[config.mk]
export PLATFORM = sky130hd
export DESIGN_NAME = multiplicacao_datapath
export DESIGN_NICKNAME = d
export VERILOG_FILES = /design/src/rtl/multiplicacao_datapath.sv
export SDC_FILE = /design/constraint.sdc
export NUM_CORES = 1
export LEC_CHECK = 0
export BUFFER_PORTS_ARGS = -buffer_cell sky130_fd_sc_hd__buf_2
export CAP_MARGIN = 40
export CORE_MARGIN = 2
export CORE_UTILIZATION = 49
export CTS_CLUSTER_DIAMETER = 60
export DETAILED_ROUTE_END_ITERATION = 10
export GPL_TIMING_DRIVEN = 0
export PLACE_DENSITY_LB_ADDON = 0.25
export SLEW_MARGIN = 20
export SYNTH_ARGS = -nofsm -noshare
export SYNTH_HDL_FRONTEND = slang
export SYNTH_SLANG_ARGS = --single-unit
[constraint.sdc]
create_clock -name Clk -period 3.3 [get_ports Clk]
set_input_delay 0 -clock Clk [delete_from_list [all_inputs] [get_ports Clk]]
set_output_delay 0 -clock Clk [all_outputs]
set_load 0.01 [all_outputs]
[src/rtl/multiplicacao_datapath.sv]
// multiplicacao_datapath
//   Shift-add multiplier datapath steered by an external control FSM.
//   Holds the operand, accumulator and iteration-counter registers.
//   Produces one partial product per clock and registers the final product.
//
// Ports
//   Clk, Rst        clock (rising edge), synchronous active-high reset
//   A, B            multiplicand / multiplier, loaded while limpaCont=1
//   limpaCont       clear counter/accumulator and load operands (idle)
//   ativCont        1 = hold counter, 0 = count
//   acumula         1 = hold acc/shift regs, 0 = accumulate and shift
//   Finalizado      fold the last partial product and capture Produto
//   contador        iteration counter, fed back to the FSM
//   Produto         registered 2*WIDTH-bit product
//   produto_valido  Produto holds the result of the latest completed run
//
// Configuration
//   MULT_SIGNED_EN  defined: two's-complement operands.  The multiplicand is
//                   sign-extended and the last partial product (multiplier
//                   MSB) is subtracted.  Undefined: unsigned.
//
// WIDTH must equal 2**CNT_W so the counter spans exactly one pass.
module multiplicacao_datapath #(
  parameter int WIDTH = 8,
  parameter int CNT_W = 3
) (
  input  logic               Clk,
  input  logic               Rst,
  input  logic [WIDTH-1:0]   A,
  input  logic [WIDTH-1:0]   B,
  input  logic               limpaCont,
  input  logic               ativCont,
  input  logic               acumula,
  input  logic               Finalizado,
  output logic [CNT_W-1:0]   contador,
  output logic [2*WIDTH-1:0] Produto,
  output logic               produto_valido
);

  logic [CNT_W-1:0]   cnt_q,    cnt_d;
  logic [2*WIDTH-1:0] acc_q,    acc_d;
  logic [2*WIDTH-1:0] mcand_q,  mcand_d;
  logic [WIDTH-1:0]   mplier_q, mplier_d;
  logic [2*WIDTH-1:0] prod_q,   prod_d;
  logic               vld_q,    vld_d;

  logic [2*WIDTH-1:0] pp;
  logic [2*WIDTH-1:0] a_ext;

`ifdef MULT_SIGNED_EN
  assign a_ext = {{WIDTH{A[WIDTH-1]}}, A};
`else
  assign a_ext = {{WIDTH{1'b0}}, A};
`endif

  assign pp = mplier_q[0] ? mcand_q : '0;

  always_comb begin
    cnt_d    = cnt_q;
    acc_d    = acc_q;
    mcand_d  = mcand_q;
    mplier_d = mplier_q;
    prod_d   = prod_q;
    vld_d    = vld_q;
    if (limpaCont) begin
      // Idle: operands follow the inputs every cycle; Produto holds.
      cnt_d    = '0;
      acc_d    = '0;
      mcand_d  = a_ext;
      mplier_d = B;
    end else begin
      // The three strobes act independently; conflicting combinations are
      // executed literally.
      if (!acumula) begin
        acc_d    = acc_q + pp;
        mcand_d  = mcand_q << 1;
        mplier_d = mplier_q >> 1;
      end
      if (!ativCont) begin
        cnt_d = cnt_q + CNT_W'(1);
        vld_d = 1'b0;
      end
      // The multiplier MSB is consumed only here; in signed mode it carries
      // negative weight.  Placed last so a capture always marks Produto valid.
      if (Finalizado) begin
`ifdef MULT_SIGNED_EN
        prod_d = acc_q - pp;
`else
        prod_d = acc_q + pp;
`endif
        vld_d  = 1'b1;
      end
    end
  end

  always_ff @(posedge Clk) begin
    if (Rst) begin
      cnt_q    <= '0;
      acc_q    <= '0;
      mcand_q  <= '0;
      mplier_q <= '0;
      prod_q   <= '0;
      vld_q    <= 1'b0;
    end else begin
      cnt_q    <= cnt_d;
      acc_q    <= acc_d;
      mcand_q  <= mcand_d;
      mplier_q <= mplier_d;
      prod_q   <= prod_d;
      vld_q    <= vld_d;
    end
  end

  assign contador       = cnt_q;
  assign Produto        = prod_q;
  assign produto_valido = vld_q;

endmodule

Word level (Yosys, flattened, before mapping)

Index checks and enable logic that the tools add are counted.

Register bits: 60
Bits of input ports: 22
Output and inout port bits: 20
Logic and storage cells: 22

Equality and inequality tests: 2
Bitwise gates (word level): 1
Reductions and logical operators: 3
$add $sub $neg: 2
Muxes and demuxes: 7

Operators by type and width:

| cell                                                                    | count |
|---|---|
| 8-bit 2-to-1 mux                                                        | 4 |
| 16-bit adder                                                            | 1 |
| 16-bit 2-to-1 mux                                                       | 1 |
| 2-bit AND reduction                                                     | 2 |
| 3-bit by 1-bit adder with 3-bit output, second input constant           | 1 |
| 1-bit 2-to-1 mux                                                        | 2 |
| 2-bit by 1-bit inequality test with 1-bit output, second input constant | 1 |
| 2-bit inequality test, second input constant                            | 1 |
| 2-bit OR reduction                                                      | 1 |
| 1-bit NOT                                                               | 1 |

Longest topological paths before layout

Gate-level depths: netlist (run 1).

Depth after elaboration: 2
Mapped depth: 10
Mapped depth without buffers: 9

Least setup slack after synthesis (run 1)

No wires, ideal clock.

Path kind: reg2reg
Start point: reg mplier_q[0]
End point: reg prod_q[14], in the netlist Produto[14]
Stages on the path, launching flop included: 11
Period minus slack after synthesis: 2.280 ns
Path slack: 1.020 ns
Setup time: 0.120 ns
Data required time: 3.180 ns
Arrival: 2.159 ns
Buffers on the path: 1
Cells stage by stage: dfxtp_1 clkbuf_1 and2_1 ha_1 fa_1 a21oi_1 o21ai_0 a21o_1 a31oi_1 or4_1 nand3_1

Cells in the longest elaborated chain, start to end: 2

Ends and longest elaborated chain:

| element                | RTL line | text |
|---|---|---|
| from (decl)            | 43       | `logic [WIDTH-1:0] mplier_q, mplier_d;` |
| from (signal assigned) | 108      | `mplier_q <= mplier_d;` |
| 16-bit 2-to-1 mux      | 56       | `assign pp = mplier_q[0] ? mcand_q : '0;` |
| 16-bit adder           | 89       | `prod_d = acc_q + pp;` |
| to (signal assigned)   | 109      | `prod_q <= prod_d;` |
| to (decl)              | 44       | `logic [2*WIDTH-1:0] prod_q, prod_d;` |

No other way between the ends.
A chain may end at the register's enable or synchronous reset.

Final worst setup path (run 1)

Start point: reg mplier_q[0]
End point: reg prod_q[12], in the netlist Produto[12]

Same word-level chain as after synthesis.

==> metrics.yaml, run 1 <==
flop_and_latch_count_out_of_synthesis: 60
drtAntennaViolNets: 0
required_ns: 3.58
worstSetupStartpointType: "flop"
postSynthAreaPerCell_um2: 8.18
grt_antenna_before_repair: 0
setup_viol: 0
timing.critical_path.max_delay_family: "simple AND/OR/NAND/NOR gates"
i_o_pin_cnt: 42
synth-edff-count: 0
fin_worst_skew_ns: 0.00612
avgRoutedWirePerCell_um: 13.8
grt_first_pass_wirelength_mm: 12.2
clock_sinks: 60
cts_htree_levels: 3
final_layout_size_suffix_gt1_share_pct: 14.9
syn-cell-area_mm2: 0.00316
end_kind: "flop"
wl_mm: 7.39
detailedRoute.firstIterationViolations: 107
max_slew.worst_pin.slew_ns: 0.718
crit_path_max_fanout: 10
post_drt_via_cell_ratio: 5.33
yosysMostFrequentCell: "sky130_fd_sc_hd__dfxtp_1"
clock_latency_ns: 0.34
grt-ovfl-total: 0
timing_hold_violations_final: 0
fmaxAchievable_ghz: 0.374
fillerInstances: 592
clock-root-buffer: "sky130_fd_sc_hd__clkbuf_8"
grt_max_degree: 11
core_region_area_mm2: 0.00628
ys_seq_area_share_pct: 38.0
setup_total_negative_slack_ns: 0
track_usage_pct: 21.4
gp_routability_congestion: 0.930
setup_slack_placement_ns: 0.637
postSynthCellCount: 386
fin_nets: 492
area_delta_synth_final_pct: 20.2
final.period_utilization_pct: 81.1
worst_slack_ns: 0.625
dr_total_vias: 2848
post_synth_main_area_contributors: "sky130_fd_sc_hd__dfxtp_1, sky130_fd_sc_hd__mux2i_1, sky130_fd_sc_hd__a21oi_1, sky130_fd_sc_hd__ha_1, sky130_fd_sc_hd__nor2_1"
detailedPlacementHpwl_mm: 5.32
crit_chain: "clkbuf_1, and2_1, ha_1, fa_1, a21oi_1, or3_1, nand2_1, o21ba_2, nor4b_1, a211o_1"
synth.top_cells.by_count: "sky130_fd_sc_hd__dfxtp_1, sky130_fd_sc_hd__nor2_1, sky130_fd_sc_hd__nand2_1"
maxSlewViolCount: 0
critical_path.n_buffers_inverters: 1
arrival_time_reported_for_the_critical_path_endpoint_ns: 2.96
holdCritPathClass: "input port to flop"
p_leak_nw: 1.74
status: "finished clean"
clock_tree_from_tritoncts: "built"
critPathKind: "flop to flop"
ys.warnings.count: 0
worst_hold_margin_ns: 0.00986
number_of_global_route_vias_before_repair: 2649
syn-num-nets: 425
n_antenna_cell: 0
period_minus_slack_ns: 2.68
drc_errors: 0
clkSlewWorstSetupHoldPaths_ns: 0.07
cpPeakStageDelay_ns: 0.41
synth_flop_cell: "sky130_fd_sc_hd__dfxtp_1"
initial_core_util_pct: 50.3
slew_headroom_pct: 52.1
die_h_um: 84.3
biggest_area_consumer_among_synthesized_cells: "sky130_fd_sc_hd__dfxtp_1"
cell_pwr_density_mw_per_mm2: 389
rsz_0062_raised_after_global_routing: "no"
critPathSlowestCell: "sky130_fd_sc_hd__fa_1"
clock_path_buffers: 2
rows: 29
cap_viol_max_count: 0
yosys.cell_types.count: 48
fp.dieArea_mm2: 0.00711
vdd_drop_max_mv: 0.290
port_buffers: 39
synthArstFlopShare_pct: 0
die_width_um: 84.3
tritoncts.num_buffers: 9
drt_pre_antenna_iters: 6
synth.top_cell.area_share_pct: 38.0
[where the power goes]
group / switching (mW) / internal [mW]
clock network: 0.283 / 0.306
logic: 0.0776 / 0.0607
registers: 0.0103 / 0.740
total: 0.371 / 1.11
[worst paths after layout]
check	startpoint	end	slack, ns	depth (start not counted)
setup reg to reg	mplier_q[0]$_SDFFE_PP0P_	Produto[12]$_SDFFE_PP0P_	0.62	10
hold / removal	Rst	Produto[14]$_SDFFE_PP0P_	0.01	3
hold reg to reg	Produto[10]$_SDFFE_PP0P_	Produto[10]$_SDFFE_PP0P_	0.45	2
setup / recovery	mplier_q[0]$_SDFFE_PP0P_	Produto[12]$_SDFFE_PP0P_	0.62	10
[final cells by class]
cell class	instances	area (um2)	area share (%)
tap	77	96.3	2.54
multi-input combinational	297	1820	48.0
timing repair buffer	56	365	9.62
inverter	4	15.0	0.395
clock inverter	4	25.0	0.659
clock buffer	11	151	3.99
sequential	60	1200	31.6
buffer	25	120	3.16
[per-layer routing]
metal  vias up  wire (um)  global-route usage, %  part of all wire [%]
met4         0        103                   7.18                   1.4
met1      1311       3560                   27.0                    48
li1       1468          -                      -                     -
met5         -          0                      0                     0
met3        10        358                   5.51                   4.8
met2        59       3370                   35.6                    46
[registers in the layout, indices dropped and copies added (netlist names)]
signal and cells:
mplier_q 8, mcand_q 16, acc_q 16, Produto 16
contador 3, produto_valido 1
[placed cells by master (no fill, tap or decap), types with 2 or more instances in the layout]
cell type                        n
sky130_fd_sc_hd__o21a_1          2
sky130_fd_sc_hd__xor2_1          5
sky130_fd_sc_hd__a21o_1          4
sky130_fd_sc_hd__a21oi_1        42
sky130_fd_sc_hd__a211oi_1        2
sky130_fd_sc_hd__a211o_1         2
sky130_fd_sc_hd__nor2b_1         3
sky130_fd_sc_hd__nor3_1          3
sky130_fd_sc_hd__nand4_1         3
sky130_fd_sc_hd__nand3_1        21
sky130_fd_sc_hd__nand4b_1        2
sky130_fd_sc_hd__nand2_1        47
sky130_fd_sc_hd__xnor2_1         7
sky130_fd_sc_hd__clkinv_2        2
sky130_fd_sc_hd__buf_2          43
sky130_fd_sc_hd__inv_1           4
sky130_fd_sc_hd__nor2_1         52
sky130_fd_sc_hd__mux2i_1        27
sky130_fd_sc_hd__clkinvlp_4      2
sky130_fd_sc_hd__o21ai_0        10
sky130_fd_sc_hd__dlygate4sd3_1  17
sky130_fd_sc_hd__or4_1           5
sky130_fd_sc_hd__nand3b_1        2
sky130_fd_sc_hd__clkbuf_8       11
sky130_fd_sc_hd__a31oi_1         6
sky130_fd_sc_hd__ha_1           16
sky130_fd_sc_hd__or3_1           3
sky130_fd_sc_hd__clkbuf_1       16
sky130_fd_sc_hd__o211ai_1        2
sky130_fd_sc_hd__and2_1         15
sky130_fd_sc_hd__dfxtp_1        60
[metrics by stage]
stage,instances,utilization (%),cell area [um2],power (mW)
after global routing,534,60.5,3800,1.54
after CTS,534,60.5,3800,1.49
after global placement,502,55.0,3450,0.886
after detailed placement,502,55.0,3450,0.888
after floorplan,386,-,3160,0.846
final,534,60.5,3800,1.48
[kinds of logic after synthesis]
family,Yosys count,synth area share (%)
and+or+nand+nor,161,23.7
AOI/OAI and AO/OA,80,15.2
DFF,60,38.0
buffers and inverters,29,4.28
muxes,27,8.55
adders and majority gates,17,6.97
xor gates and xnor gates,12,3.33
[worst reg2reg max path: cells and delay by family (launching register included)]
kind	cells	cell delay, ns
simple gates	4	0.76
compound gates	3	0.65
fa+ha+maj	2	0.63
flops	1	0.37
buf+inv	1	0.21
[timing repair]
| action | 4_1_cts | 5_1_grt |
|---|---|---|
| gates resized for setup | 0 | 0 |
| hold buffers | 17 | 0 |
| hold endpoints to repair | 18 | 0 |
| buffers inserted | 0 | 0 |
Power figures use the tool's default switching activity.
==> run 2: changes to the inputs <==
==> constraint.sdc (replaced) <==
create_clock -name Clk -period 2.3 [get_ports Clk]
set_input_delay 0 -clock Clk [delete_from_list [all_inputs] [get_ports Clk]]
set_output_delay 0 -clock Clk [all_outputs]
set_load 0.01 [all_outputs]
==> run 2 against run 1 <==
Against the previous run:
- clock skew barely moved
- final cell count rose by 3.0%
- die area did not move
- setup slack got worse by 0.62 ns
- via count rose by 5.3%
- first-iteration DRC count rose by 67%
- critical path type unchanged
- critical endpoint is now Produto[10]$_SDFFE_PP0P_
- largest cell class unchanged
==> metrics.yaml, run 2 (synthesis results as in run 1) <==
status: "finished clean"
cap_viol_max_count: 0
dpl_cell_area_mm2: 0.00345
maxSlewViolCount: 0
clock_path_buffers: 2
required_ns: 2.51
cell_pwr_density_mw_per_mm2: 504
fillerInstances: 515
area_delta_synth_final_pct: 34.7
critical_path.n_buffers_inverters: 1
rsz_0062_raised_after_global_routing: "yes"
max_slew.worst_pin.slew_ns: 0.704
drtAntennaViolNets: 0
arrival_time_reported_for_the_critical_path_endpoint_ns: 2.50
final_layout_size_suffix_gt1_share_pct: 27.7
grt-ovfl-total: 0
worstSetupStartpointType: "flop"
critPathKind: "flop to flop"
detailedPlacementHpwl_mm: 5.32
drt_pre_antenna_iters: 4
worst_hold_margin_ns: 0.00421
setup_slack_placement_ns: -0.363
tritoncts.num_buffers: 9
wl_mm: 8.28
detailedRoute.firstIterationViolations: 179
holdCritPathClass: "input port to flop"
timing_hold_violations_final: 0
p_leak_nw: 1.84
n_antenna_cell: 0
die_h_um: 84.3
clock-root-buffer: "sky130_fd_sc_hd__clkbuf_8"
track_usage_pct: 22.1
initial_core_util_pct: 50.3
clock_sinks: 60
cts_htree_levels: 3
rows: 29
finalInstanceArea_mm2: 0.00426
crit_path_max_fanout: 5
die_width_um: 84.3
fin_worst_skew_ns: 0.00584
fin_nets: 508
final.period_utilization_pct: 99.6
setup_viol: 0
layout_commonest_cell: "sky130_fd_sc_hd__dfxtp_1"
port_buffers: 39
i_o_pin_cnt: 42
worst_slack_ns: 0.00947
grt_max_degree: 11
grt_first_pass_wirelength_mm: 12.6
end_kind: "flop"
cpMostUsedCell: "sky130_fd_sc_hd__or3_4"
fp.dieArea_mm2: 0.00711
critPathSlowestCell: "sky130_fd_sc_hd__dfxtp_4"
gp_routability_congestion: 0.930
grt_antenna_before_repair: 0
number_of_global_route_vias_before_repair: 2695
cpPeakStageDelay_ns: 0.38
avgRoutedWirePerCell_um: 15.0
dr_total_vias: 2998
core_region_area_mm2: 0.00628
crit_chain: "buf_8, and2_4, ha_4, fa_2, a21oi_4, or3_4, a31oi_4, or3_4, nand3_2, a21oi_2"
clock_tree_from_tritoncts: "built"
mostFrequentLayoutCells: "sky130_fd_sc_hd__dfxtp_1, sky130_fd_sc_hd__nor2_1, sky130_fd_sc_hd__nand2_1"
fmaxAchievable_ghz: 0.437
post_drt_via_cell_ratio: 5.45
clkSlewWorstSetupHoldPaths_ns: 0.07
drc_errors: 0
clock_latency_ns: 0.34
slew_headroom_pct: 53.1
timing.critical_path.max_delay_family: "simple AND/OR/NAND/NOR gates"
vdd_drop_max_mv: 0.419
period_minus_slack_ns: 2.29
run 2: cell count changes in the layout (fill, tap and decap cells not counted), sizes merged:
cell,previous run,this run
buf,46,63
clkbuf,28,27
run 2: report_power, final:
group	total, mW	switching [mW]	leakage (nW)	internal [mW]
combinational	0.220	0.119	1.26	0.101
clock	0.848	0.409	0.0872	0.439
sequential	1.08	0.0162	0.488	1.06
run 2: cell type report:
type | count | area [um2] | area share [%]
inverter | 4 | 15.0 | 0.353
buffer | 24 | 126 | 2.97
tap | 77 | 96.3 | 2.26
sequential | 60 | 1200 | 28.3
timing repair buffer | 73 | 514 | 12.1
multi-input combinational | 297 | 2120 | 49.9
clock inverter | 4 | 25.0 | 0.588
clock buffer | 11 | 151 | 3.56
run 2: what timing repair did:
item,CTS,global route
resized for setup,20,42
endpoints found under the setup margin,23,19
hold buffers,17,0
buffers inserted,6,11
pin swaps,4,22
gates cloned,0,1
hold endpoints to repair,18,0
run 2: path summary, 6_finish.rpt:
kind / cells past startpoint / start / slack, ns / endpoint
min: 3 / Rst / 0.004 / Produto[13]$_SDFFE_PP0P_
max: 10 / mplier_q[0]$_SDFFE_PP0P_ / 0.009 / Produto[10]$_SDFFE_PP0P_
min reg2reg: 2 / Produto[0]$_SDFFE_PP0P_ / 0.45 / Produto[0]$_SDFFE_PP0P_
max reg2reg: 10 / mplier_q[0]$_SDFFE_PP0P_ / 0.009 / Produto[10]$_SDFFE_PP0P_
run 2: layer usage:
| layer | GRT usage [%] | vias to the layer above | share of wire, % |
|---|---|---|---|
| met5 | 0 | - | 0 |
| met4 | 7.18 | 0 | 2.1 |
| met3 | 5.51 | 19 | 5.4 |
| met2 | 37.4 | 86 | 48 |
| met1 | 27.7 | 1394 | 44 |
| li1 | - | 1499 | - |
run 2: worst register-to-register path, stage by stage, from the launching register on:
cell and delay, ns:
sky130_fd_sc_hd__dfxtp_4 0.38, sky130_fd_sc_hd__buf_8 0.13, sky130_fd_sc_hd__and2_4 0.13, sky130_fd_sc_hd__ha_4 0.16, sky130_fd_sc_hd__fa_2 0.37, sky130_fd_sc_hd__a21oi_4 0.21, sky130_fd_sc_hd__or3_4 0.18, sky130_fd_sc_hd__a31oi_4 0.09
sky130_fd_sc_hd__or3_4 0.35, sky130_fd_sc_hd__nand3_2 0.10, sky130_fd_sc_hd__a21oi_2 0.05
run 2: stage by stage:
stage / util [%] / std cells / total power [mW] / setup TNS (ns)
floorplan: - / 386 / 1.21 / 0
global placement: 55.0 / 502 / 1.27 / -4.14
detailed placement: 55.0 / 502 / 1.27 / -4.74
CTS: 62.7 / 540 / 2.14 / -0.0386
global route: 67.8 / 550 / 2.23 / -0.462
finish: 67.8 / 550 / 2.15 / 0
==> run 3: changes to the inputs <==
==> constraint.sdc (replaced) <==
create_clock -name Clk -period 2.8 [get_ports Clk]
set_input_delay 0 -clock Clk [delete_from_list [all_inputs] [get_ports Clk]]
set_output_delay 0 -clock Clk [all_outputs]
set_load 0.01 [all_outputs]
==> run 3 against run 2 <==
Against the previous run:
- combinational power is 26% lower
- clock power decreased by 18%
- hold slack improved by 0.0046 ns
- global-route usage down 0.78 points
- largest cell class unchanged
- via count shrank 4.6%
- core utilization fell by 7.2 points
==> metrics.yaml, run 3 (synthesis results as in run 1) <==
grt_max_degree: 11
max_slew.worst_pin.slew_ns: 0.717
detailedPlacementHpwl_mm: 5.32
period_minus_slack_ns: 2.64
endpoint: "Produto[12]$_SDFFE_PP0P_"
cts_htree_levels: 3
timing.reg2reg.worst_path_depth: 10
mostFrequentLayoutCells: "sky130_fd_sc_hd__dfxtp_1, sky130_fd_sc_hd__nor2_1, sky130_fd_sc_hd__nand2_1"
drc_errors: 0
fillerInstances: 596
gp_routability_congestion: 0.930
cap_viol_max_count: 0
dr_total_vias: 2859
slew_headroom_pct: 52.2
rrSetupSlack_ns: 0.16
clock_sinks: 60
drtAntennaViolNets: 0
required_ns: 3.08
cell_pwr_density_mw_per_mm2: 458
setup_viol: 0
detailedRoute.firstIterationViolations: 113
post_layout_nonfiller_instances: 534
tritoncts.num_buffers: 9
grt-ovfl-total: 0
post_drt_via_cell_ratio: 5.35
end_kind: "flop"
n_antenna_cell: 0
wl_mm: 7.40
number_of_global_route_vias_before_repair: 2649
clock_tree_from_tritoncts: "built"
layout_commonest_cell: "sky130_fd_sc_hd__dfxtp_1"
initial_core_util_pct: 50.3
fin_nets: 492
i_o_pin_cnt: 42
track_usage_pct: 21.4
fmaxAchievable_ghz: 0.378
die_width_um: 84.3
vdd_drop_max_mv: 0.341
final.period_utilization_pct: 94.4
grt_antenna_before_repair: 0
holdCritPathClass: "input port to flop"
avgRoutedWirePerCell_um: 13.9
holdPathStages: 3
status: "finished clean"
drt_pre_antenna_iters: 4
port_buffers: 39
clock_latency_ns: 0.34
r2r_end: "Produto[12]$_SDFFE_PP0P_"
rsz_0062_raised_after_global_routing: "no"
timing_hold_violations_final: 0
crit-reg2reg-launch: "mplier_q[0]$_SDFFE_PP0P_"
worst_setup_path_startpoint: "mplier_q[0]$_SDFFE_PP0P_"
clock-root-buffer: "sky130_fd_sc_hd__clkbuf_8"
arrival_time_reported_for_the_critical_path_endpoint_ns: 2.93
grt_first_pass_wirelength_mm: 12.2
fin_worst_skew_ns: 0.00572
critPathKind: "flop to flop"
area_delta_synth_final_pct: 20.4
p_leak_nw: 1.74
clock_path_buffers: 2
rows: 29
crit_path_max_fanout: 10
clkSlewWorstSetupHoldPaths_ns: 0.07
design_power_total_mw: 1.74
final_layout_size_suffix_gt1_share_pct: 15.3
worstSetupStartpointType: "flop"
core_region_area_mm2: 0.00628
setup_total_negative_slack_ns: 0
cell_count_after_placement: 502
die_h_um: 84.3
fp.dieArea_mm2: 0.00711
post_cts_buffers: 0
maxSlewViolCount: 0
==> run 3: cell types whose count changed in the layout (fill, tap and decap cells not counted), moves of 3 or more <==
| cell | before | now |
|---|---|---|
| sky130_fd_sc_hd__nand3_1 | 18 | 21 |
| sky130_fd_sc_hd__ha_4 | 8 | 0 |
| sky130_fd_sc_hd__a21oi_1 | 31 | 42 |
| sky130_fd_sc_hd__and2_4 | 5 | 0 |
| sky130_fd_sc_hd__ha_1 | 6 | 16 |
| sky130_fd_sc_hd__nand3_2 | 3 | 0 |
| sky130_fd_sc_hd__and2_1 | 9 | 15 |
| sky130_fd_sc_hd__a21oi_2 | 11 | 1 |
| sky130_fd_sc_hd__buf_4 | 16 | 1 |
==> run 3: worst min-delay path by stage <==
stage / startpoint / slack [ns] / end
finish: Rst / 0.009 / Produto[14]$_SDFFE_PP0P_
global route: Rst / 0.01 / Produto[14]$_SDFFE_PP0P_
CTS: Rst / 0.002 / Produto[13]$_SDFFE_PP0P_
detailed placement: A[6] / 0.23 / mcand_q[6]$_SDFFE_PP0P_
global placement: A[5] / 0.23 / mcand_q[5]$_SDFFE_PP0P_
floorplan: A[6] / 0.14 / mcand_q[6]$_SDFFE_PP0P_
==> run 3: routing by layer <==
| layer | wire, um | GRT usage, % |
|---|---|---|
| met1 | 3500 | 27.0 |
| met2 | 3360 | 35.6 |
| met3 | 440 | 5.51 |
| met4 | 109 | 7.18 |
| met5 | 0 | 0 |
==> run 3: area by class of cell <==
type / instances / area [um2] / area share, %
inverters: 4 / 15.0 / 0.395
multi-input cells: 297 / 1830 / 48.1
clock buffers: 11 / 151 / 3.98
well taps: 77 / 96.3 / 2.53
plain buffers: 25 / 121 / 3.19
clock inverters: 4 / 25.0 / 0.658
repair buffers: 56 / 365 / 9.60
flip-flops and latches: 60 / 1200 / 31.6
==> run 3: what timing repair did <==
action / 4_1_cts / 5_1_grt
resized for setup: 0 / 3
endpoints found under the hold margin: 18 / 0
hold buffers: 17 / 0
endpoints found under the setup margin: 0 / 9
==> run 3: report_power, final <==
part	internal (mW)	total, mW	leakage, nW	switching (mW)
Combinational	0.0717	0.163	1.17	0.0917
Sequential	0.872	0.885	0.487	0.0124
Clock	0.361	0.694	0.0872	0.333
Total	1.30	1.74	1.74	0.437
==> run 3: stage by stage <==
step | area [um2] | hold slack, ns | util, % | setup slack [ns]
detailed placement | 3450 | 0.234 | 55.0 | 0.137
finish | 3800 | 0.00880 | 60.6 | 0.157
global route | 3800 | 0.0113 | 60.6 | 0.0120
global placement | 3450 | 0.227 | 55.0 | 0.158
floorplan | 3160 | 0.139 | - | 0.520
CTS | 3800 | 0.00232 | 60.5 | 0.119
==> run 3: worst max-delay path, cell delays in order (launching register included) <==
cell                       delay (ns)
sky130_fd_sc_hd__dfxtp_1         0.37
sky130_fd_sc_hd__clkbuf_2        0.19
sky130_fd_sc_hd__and2_1          0.16
sky130_fd_sc_hd__ha_1            0.22
sky130_fd_sc_hd__fa_1            0.41
sky130_fd_sc_hd__a21oi_1         0.27
sky130_fd_sc_hd__or3_1           0.22
sky130_fd_sc_hd__nand2_1         0.07
sky130_fd_sc_hd__o21ba_2         0.24
sky130_fd_sc_hd__nor4b_1         0.28
sky130_fd_sc_hd__a211o_1         0.14
